**config.mk**
```make
export PLATFORM = sky130hd
export DESIGN_NAME = fifo_vc
export DESIGN_NICKNAME = d
export VERILOG_FILES = /design/src/rtl/fifo_vc.sv
export SDC_FILE = /design/constraint.sdc
export NUM_CORES = 1
export LEC_CHECK = 0
export BUFFER_PORTS_ARGS = -buffer_cell sky130_fd_sc_hd__buf_4
export CAP_MARGIN = 20
export CELL_PAD_IN_SITES_DETAIL_PLACEMENT = 1
export CELL_PAD_IN_SITES_GLOBAL_PLACEMENT = 2
export CORE_MARGIN = 2
export CORE_UTILIZATION = 40
export DETAILED_ROUTE_END_ITERATION = 10
export GPL_TIMING_DRIVEN = 0
export PLACE_DENSITY_LB_ADDON = 0.1
export SLEW_MARGIN = 5
export SYNTH_ARGS = -nofsm -noshare
export SYNTH_HDL_FRONTEND = slang
export SYNTH_SLANG_ARGS = --single-unit
```
**constraint.sdc**
```tcl
create_clock -name clk -period 2.4 [get_ports clk]
set_input_delay 0.36 -clock clk [delete_from_list [all_inputs] [get_ports clk]]
set_output_delay 0.36 -clock clk [all_outputs]
set_load 0.005 [all_outputs]
```
**src/rtl/fifo_vc.sv**
```systemverilog
// fifo_vc: NUM_VC independent circular flit FIFOs, shared write port selected by write_vc, one pop per VC.
// Latency: a write is visible on item_out/flags after the next clk edge; item_out is show-ahead from the head slot.
// Backpressure: writes to a full VC and pops of an empty VC are dropped; full/almost_full/count drive upstream credits.
// Optional: define FIFO_VC_ERR_EN to add sticky overflow/underflow error outputs err_ovf/err_udf.
module fifo_vc #(
    parameter int WIDTH      = 8,
    parameter int DEPTH_LOG2 = 4,
    parameter int NUM_VC     = 4,
    parameter int VC_LOG2    = 2,
    parameter int AF_THRESH  = 12
) (
    input  logic                             clk,
    input  logic                             reset,
    input  logic                             write,
    input  logic [VC_LOG2-1:0]               write_vc,
    input  logic [WIDTH-1:0]                 item_in,
    input  logic [NUM_VC-1:0]                read,
    output logic [NUM_VC*WIDTH-1:0]          item_out,
    output logic [NUM_VC-1:0]                full,
    output logic [NUM_VC-1:0]                empty,
    output logic [NUM_VC-1:0]                almost_full,
    output logic [NUM_VC*(DEPTH_LOG2+1)-1:0] count
`ifdef FIFO_VC_ERR_EN
    ,
    output logic [NUM_VC-1:0]                err_ovf,
    output logic [NUM_VC-1:0]                err_udf
`endif
);

    localparam int D  = 1 << DEPTH_LOG2;
    localparam int CW = DEPTH_LOG2 + 1;

    for (genvar v = 0; v < NUM_VC; v++) begin : g_vc
        localparam logic [VC_LOG2-1:0] VC_ID = VC_LOG2'(v);

        logic [WIDTH-1:0]      mem [D];
        logic [DEPTH_LOG2-1:0] wptr;
        logic [DEPTH_LOG2-1:0] rptr;
        logic [CW-1:0]         cnt;
        logic [CW-1:0]         cnt_nxt;
        logic                  full_q;
        logic                  empty_q;
        logic                  af_q;
        logic                  wr_req;
        logic                  do_wr;
        logic                  do_rd;

        // Out-of-range write_vc never matches any VC_ID, so such writes are dropped everywhere.
        assign wr_req = write && (write_vc == VC_ID);
        assign do_wr  = wr_req && !full_q;
        assign do_rd  = read[v] && !empty_q;

        // Next occupancy; a simultaneous accepted push and pop cancel out.
        always_comb begin
            cnt_nxt = cnt;
            if (do_wr && !do_rd) begin
                cnt_nxt = cnt + CW'(1);
            end else if (do_rd && !do_wr) begin
                cnt_nxt = cnt - CW'(1);
            end
        end

        // Storage, pointers, occupancy and flags registered from the next occupancy.
        always_ff @(posedge clk) begin
            if (reset) begin
                wptr    <= '0;
                rptr    <= '0;
                cnt     <= '0;
                full_q  <= 1'b0;
                empty_q <= 1'b1;
                af_q    <= 1'b0;
                for (int i = 0; i < D; i++) begin
                    mem[i] <= '0;
                end
            end else begin
                if (do_wr) begin
                    mem[wptr] <= item_in;
                    wptr      <= wptr + DEPTH_LOG2'(1);
                end
                if (do_rd) begin
                    rptr <= rptr + DEPTH_LOG2'(1);
                end
                cnt     <= cnt_nxt;
                full_q  <= (cnt_nxt == CW'(D));
                empty_q <= (cnt_nxt == '0);
                af_q    <= (cnt_nxt >= CW'(AF_THRESH));
            end
        end

        assign item_out[v*WIDTH +: WIDTH] = mem[rptr];
        assign count[v*CW +: CW]          = cnt;
        assign full[v]                    = full_q;
        assign empty[v]                   = empty_q;
        assign almost_full[v]             = af_q;

`ifdef FIFO_VC_ERR_EN
        logic ovf_q;
        logic udf_q;

        // Sticky error capture of requests dropped for full/empty; only reset clears them.
        always_ff @(posedge clk) begin
            if (reset) begin
                ovf_q <= 1'b0;
                udf_q <= 1'b0;
            end else begin
                if (wr_req && full_q) begin
                    ovf_q <= 1'b1;
                end
                if (read[v] && empty_q) begin
                    udf_q <= 1'b1;
                end
            end
        end

        assign err_ovf[v] = ovf_q;
        assign err_udf[v] = udf_q;
`endif
    end

endmodule
```
* After elaboration in Yosys (flattened, before gate mapping) *
Memory sizes are Yosys's and may differ from the RTL's. A register that Yosys moved wholly into a read port is not among the register bits.
Cells that the tools add are included.

storage, ports and cells
  flip-flop bits (word level) = 64
  latch bits = 0
  bits in writable memories = 512
  memory bits (read-only) = 0
  input port bits = 17
  output and inout port bits = 64
  word-level logic and storage cells = 142
  memories = 4

cells by class
  add/subtract/negate cells = 16
  $mul = 0
  div/mod/pow operators = 0
  magnitude comparators = 4
  equal/unequal tests = 7
  shifts and indexed selects = 0
  mux-type cells = 42
  bitwise gates (word level) = 0
  reductions and logical operators = 45

memory list
  memory       depth  bits a word  read ports  clocked after memory_dff  write ports  line  source
  g_vc[0].mem  16     8            1           1                         16           36    logic [WIDTH-1:0] mem [D];
  g_vc[1].mem  16     8            1           1                         16           36
  g_vc[2].mem  16     8            1           1                         16           36
  g_vc[3].mem  16     8            1           1                         16           36

operators by type and width
  cell                                                 number
  two-way mux 4 bit                                    12
  two-way mux 5 bit                                    8
  adder 4 x 1 -> 4 bit, second input constant          8
  two-way mux 8 bit                                    4
  OR reduction 8 bit                                   4
  adder 5 x 1 -> 5 bit, second input constant          4
  == test 5 bit, second input constant                 4
  >= comparator 5 x 4 -> 1 bit, second input constant  4
  logical AND 1 bit                                    20
  logical NOT 5 bit                                    4
  subtractor 5 x 1 -> 5 bit, second input constant     4
  two-way mux 1 bit                                    18
  logical NOT 1 bit                                    16
  == test 2 bit, second input constant                 2
  == test 2 x 1 -> 1 bit, second input constant        1
  logical NOT 2 bit                                    1

* Longest topological paths before layout *
  depth after elaboration = 8
  mapped depth = 7
  depth with buffers taken out = 7

* Worst setup path after synthesis *
Ideal clock, no wire load.

  kind = register to output
  from = reg (tool-made name)
  to = out item_out[0]
  arrival time = 1805 ps
  data required time = 2040 ps
  slack = 235 ps
  stages on the path, launching flop included = 5
  buffers on the path = 2
  path through = dfxtp_1 > clkbuf_1 > buf_2 > mux4_2 > mux4_2

RTL lines
  what       line  source
  to (decl)  18    output logic [NUM_VC*WIDTH-1:0] item_out,

==> results <==
- The clock buffer count from CTS is ~70.
- After routing the design area is 31900 sq um.
- The port buffer count is 72.
- When the netlist entered floorplanning its net count stood at about 1900.
- For the worst setup path, the data required time is 2.04 ns.
- The share of total power in combinational logic is approximately 17%.
- The checks that failed: setup timing.
- The total power divided by cell area is about 840 nW/um^2.
- The residual antenna-violating net count after detailed routing is 0.
- The critical-path cell with the highest stage delay is sky130_fd_sc_hd__mux4_2.
- The number of enable flip-flop cells after synthesis is 512.
- For this configuration, the core starts out at a cell density of about 40%.
- Final hold analysis gives a worst-case slack of around 0.17 ns.
- The startpoint of the lowest-slack hold path is read[0].
- Entering global routing, the biggest net connects 14 pins.
- Together, buffers and inverters on the worst path number 2.
- In this run, the clock network consumes approximately 38% of the power.
- The via count of the first global-routing pass was 17004.
- Along the worst path, the maximum fanout reaches 10.
- The proportion of synthesized flip-flops having asynchronous set or reset is 0%.
- The total vias in the final route is 15796.
- The area fraction of the dominant cell type after synthesis is between 50% and 60%.
- After detailed routing, the number of remaining DRC violations is 0.
- The total power consumption of the routed design is 26.9 mW.
- The number of buffers between clock root and the deepest sink is 3.
- After detailed placement, the design holds a cell count of between 2000 and 3000.
- By area the synthesized netlist is led by sky130_fd_sc_hd__edfxtp_1, sky130_fd_sc_hd__mux4_2, sky130_fd_sc_hd__and2_1, sky130_fd_sc_hd__dfxtp_1, sky130_fd_sc_hd__or2_2.
- The clock-pin slew reported for the worst setup and hold paths after clock tree synthesis is 0.06 ns.
- Of the total power, the share spent switching nets is about a quarter.
- The die footprint is 70100 sq um.
- The final cell count without fillers is a little under 3000.
- The total of hold buffers inserted after clock tree synthesis is 0.
- The cell family contributing the most delay on the critical path is multiplexers.
- The number of antenna violations at the first check in global routing is 5.
- The type of element capturing the critical path is an output port.
- The transition time at the pin with the least slew margin is roughly 1 ns.
- The slack of the worst reg-to-reg path is approximately 0.1 ns.
- Summed over all layers, the global routing overflow is 0.
- In this run the count of I/O pins placed on the die edge is ~80.
- The clock tree synthesis step divided the H-tree into 3 levels.
- The ratio of routed vias to standard cells is between 5 and 6.
- The total cell area at the placement stage is between 20000 and 30000 sq um.
- The final-stage net count is roughly 2000.
- Based on the critical path, the design can be clocked at up to about 350 MHz.
- The final critical-path share of the clock period is 118%.
- In the synthesized netlist, the number of instances is about 1900.
- The remaining max-slew budget at the tightest pin is ~33%.
- The largest vdd supply drop is about 0.00053 V.
- The hold violation total from the final report is 0.
- The total negative slack for setup checks is -12.46 ns.
- Summed over all cells, the static leakage comes to between 10 and 15 nW.
- The cell with the most instances on the worst path is sky130_fd_sc_hd__mux4_2.
- The path type of the worst min-delay path is input port to flip-flop.
- The sequential-to-total area share from yosys stat is 62.4%.
- The weighted congestion reported at the end of routability-driven placement is around 0.84.
- In the post-route analysis, the smallest setup slack over all paths is -0.441 ns.
- The wire-length estimate of the detail-placed layout is roughly 54000 um.
- Cell internal power was estimated by the tool at 20.0 mW.
- In the layout the commonest cells are sky130_fd_sc_hd__edfxtp_1, sky130_fd_sc_hd__and2_1, sky130_fd_sc_hd__mux4_2.
- The vertical die dimension is about 260 um.
- The combined global-route utilization of all metal layers is a little under a quarter.
- The number of failing setup endpoints in the final timing report is 32.
- The number of maximum-capacitance constraint violations is 0.
- The run finished, with violations left.
- The clock reaches the later pin of the worst-skew pair after 0.60 ns.
- Before CTS, the worst setup slack after placement is -0.923 ns.
- Counting cells, the worst reg-to-reg path comes to 6.
- The critical path startpoint category is a flip-flop.
- The startpoint of the lowest-slack register-to-register path is g_vc[1].full_q.
- The core region area is around 67000 sq um.
- The data arrival time of the critical path is around 2.5 ns.
- The share of cells above drive strength 1 is 26.0%.
- Walking the worst path, the cells encountered are buf_12 -> mux4_2 -> mux4_2 -> buf_6.
- The mapped netlist covers 27200 sq um.
- The delay contributed by the slowest stage of the critical path is about 0.55 ns.
- The die boundary width is about 260 um.
- The row count is 95.
- The final routed wirelength across all metal layers is between 70000 and 80000 um.
- The sink count of the clock tree is 592.
- The warning count from the yosys run is 0.
- The count of pins over their slew limit is 0.
- The clock tree from TritonCTS is done.
- The critical path in this run is classified as flip-flop to output port.
- The detailed router finished its first iteration with 1250 violations.
- Subtracting the final worst setup slack from the clock period gives about 2.8 ns.
- The first global-routing pass estimated 114000 um of wire.
- The endpoint identified for the worst register-to-register timing path is g_vc[1].mem[13][2].
- The average size of a mapped cell is about 15 sq um.
- The main flop type after synthesis is sky130_fd_sc_hd__edfxtp_1.
- The number of search-and-repair iterations in the first detailed-routing pass is 5.
- Dividing the detail-routed wire length by the instance count gives ~26 um.
- Summed over all instances, the cell type with the most area after synthesis is sky130_fd_sc_hd__edfxtp_1.
- Per report_power, the sequential group accounts for between 40 and 50% of the total.
- The number of library cell types mapped by synthesis is 49.
- Across the routed clock network, the largest skew measured is 0.0227 ns.
- The signed area change from the synthesized netlist to the final layout is 17.2%.
- The number of stages on the worst hold path is 4.
- The most common cell after layout, fill and taps aside is sky130_fd_sc_hd__edfxtp_1.
- The number of synthesized register bits is around 590.
- Summed over all nets, the switching power comes to a little under 7 mW.
- The post-layout utilization of the core is between 40% and 50%.
- Setup repair after global routing could not meet its margin everywhere.
- The tree is rooted in a sky130_fd_sc_hd__clkbuf_16.
[power groups by stage]
stage	clock (mW)	sequential, mW	combinational [mW]
detailed placement	0	12.2	4.27
floorplan	0	12.1	2.69
global route	10.7	12.2	5.00
CTS	10.3	12.1	4.65
finish	10.1	12.1	4.65
global placement	0	12.2	4.24
[worst register-to-register path, delay by kind of cell, from the launching register on]
kind | cells | cell delay (ns)
AND/OR/NAND/NOR | 5 | 1.46
flip-flops | 1 | 0.32
buffers and inverters | 1 | 0.20
[cell usage after synthesis, types with 2 or more instances]
| cell | number |
|---|---|
| sky130_fd_sc_hd__nand4bb_1 | 2 |
| sky130_fd_sc_hd__buf_2 | 16 |
| sky130_fd_sc_hd__o32ai_1 | 8 |
| sky130_fd_sc_hd__dfxtp_1 | 80 |
| sky130_fd_sc_hd__nor3_1 | 15 |
| sky130_fd_sc_hd__a22oi_1 | 4 |
| sky130_fd_sc_hd__nor2_4 | 3 |
| sky130_fd_sc_hd__nand4_1 | 9 |
| sky130_fd_sc_hd__nand2b_1 | 10 |
| sky130_fd_sc_hd__clkbuf_1 | 93 |
| sky130_fd_sc_hd__nand2_1 | 56 |
| sky130_fd_sc_hd__edfxtp_1 | 512 |
| sky130_fd_sc_hd__nand2_2 | 5 |
| sky130_fd_sc_hd__nand3_1 | 9 |
| sky130_fd_sc_hd__mux2i_1 | 4 |
| sky130_fd_sc_hd__nor2b_1 | 8 |
| sky130_fd_sc_hd__a211oi_1 | 8 |
| sky130_fd_sc_hd__xnor2_1 | 14 |
| sky130_fd_sc_hd__and2_1 | 480 |
| sky130_fd_sc_hd__mux4_2 | 160 |
| sky130_fd_sc_hd__buf_4 | 12 |
| sky130_fd_sc_hd__nor2_2 | 12 |
| sky130_fd_sc_hd__or2_2 | 60 |
| sky130_fd_sc_hd__o31ai_1 | 4 |
| sky130_fd_sc_hd__a21oi_1 | 21 |
| sky130_fd_sc_hd__and3_1 | 32 |
| sky130_fd_sc_hd__nor2_1 | 89 |
| sky130_fd_sc_hd__buf_1 | 17 |
| sky130_fd_sc_hd__ha_1 | 28 |
| sky130_fd_sc_hd__and4_1 | 2 |
| sky130_fd_sc_hd__nor3_2 | 6 |
| sky130_fd_sc_hd__nor4bb_1 | 2 |
| sky130_fd_sc_hd__a31oi_1 | 3 |
| sky130_fd_sc_hd__a21o_1 | 4 |
| sky130_fd_sc_hd__xor2_1 | 23 |
| sky130_fd_sc_hd__nor3_4 | 4 |
| sky130_fd_sc_hd__a41o_1 | 4 |
| sky130_fd_sc_hd__inv_1 | 20 |
[routing by layer]
layer	vias to the layer above	wire length (um)	track usage (%)	share of wire (%)
met5	-	0	0	0
met1	8333	33900	30.3	44
li1	7064	-	-	-
met2	328	39300	38.7	51
met4	0	1220	5.12	1.6
met3	71	3210	3.33	4.1
[cells by family after synthesis]
group / share of synthesized area [%]
simple gates: 17.8
flops: 62.4
mux: 13.4
buf+inv: 2.46
compound gates: 1.43
xor+xnor: 1.19
fa+ha+maj: 1.29
[flip-flops by register name, indices dropped and copies added, names as in the netlist, named ones only]
name,cells
g_vc.empty_q,4
g_vc.af_q,4
g_vc.rptr,16
g_vc.cnt,20
g_vc.mem,512
g_vc.full_q,4
g_vc.wptr,16
[cell type report]
cell class / count / area, sq um
Fill cell: 6607 / 35400
Sequential cell: 592 / 17000
Antenna cell: 2 / 5.00
Tap cell: 873 / 1090
Clock inverter: 30 / 243
Inverter: 20 / 75.1
Buffer: 131 / 806
Clock buffer: 90 / 1890
Multi-Input combinational cell: 1099 / 9870
Timing Repair Buffer: 95 / 906
[how the worst max path moves through the flow]
stage	from	to	slack, ns	cells past startpoint
after floorplan	flip-flop	item_out[0]	0.24	4
after global placement	reset	g_vc[3].mem[13][4]	-0.89	5
after detailed placement	reset	g_vc[1].mem[1][2]	-0.92	5
after CTS	flip-flop	item_out[13]	-0.46	5
after global routing	flip-flop	item_out[0]	-0.47	4
final	flip-flop	item_out[24]	-0.44	4
[repair_timing]
action | in CTS | in global routing
pin swaps | 3 | 7
endpoints found under the setup margin | 527 | 388
gates resized for setup | 161 | 56
cloned | 1 | 3
buffers inserted | 10 | 10
(Power assumes the default switching activity.)
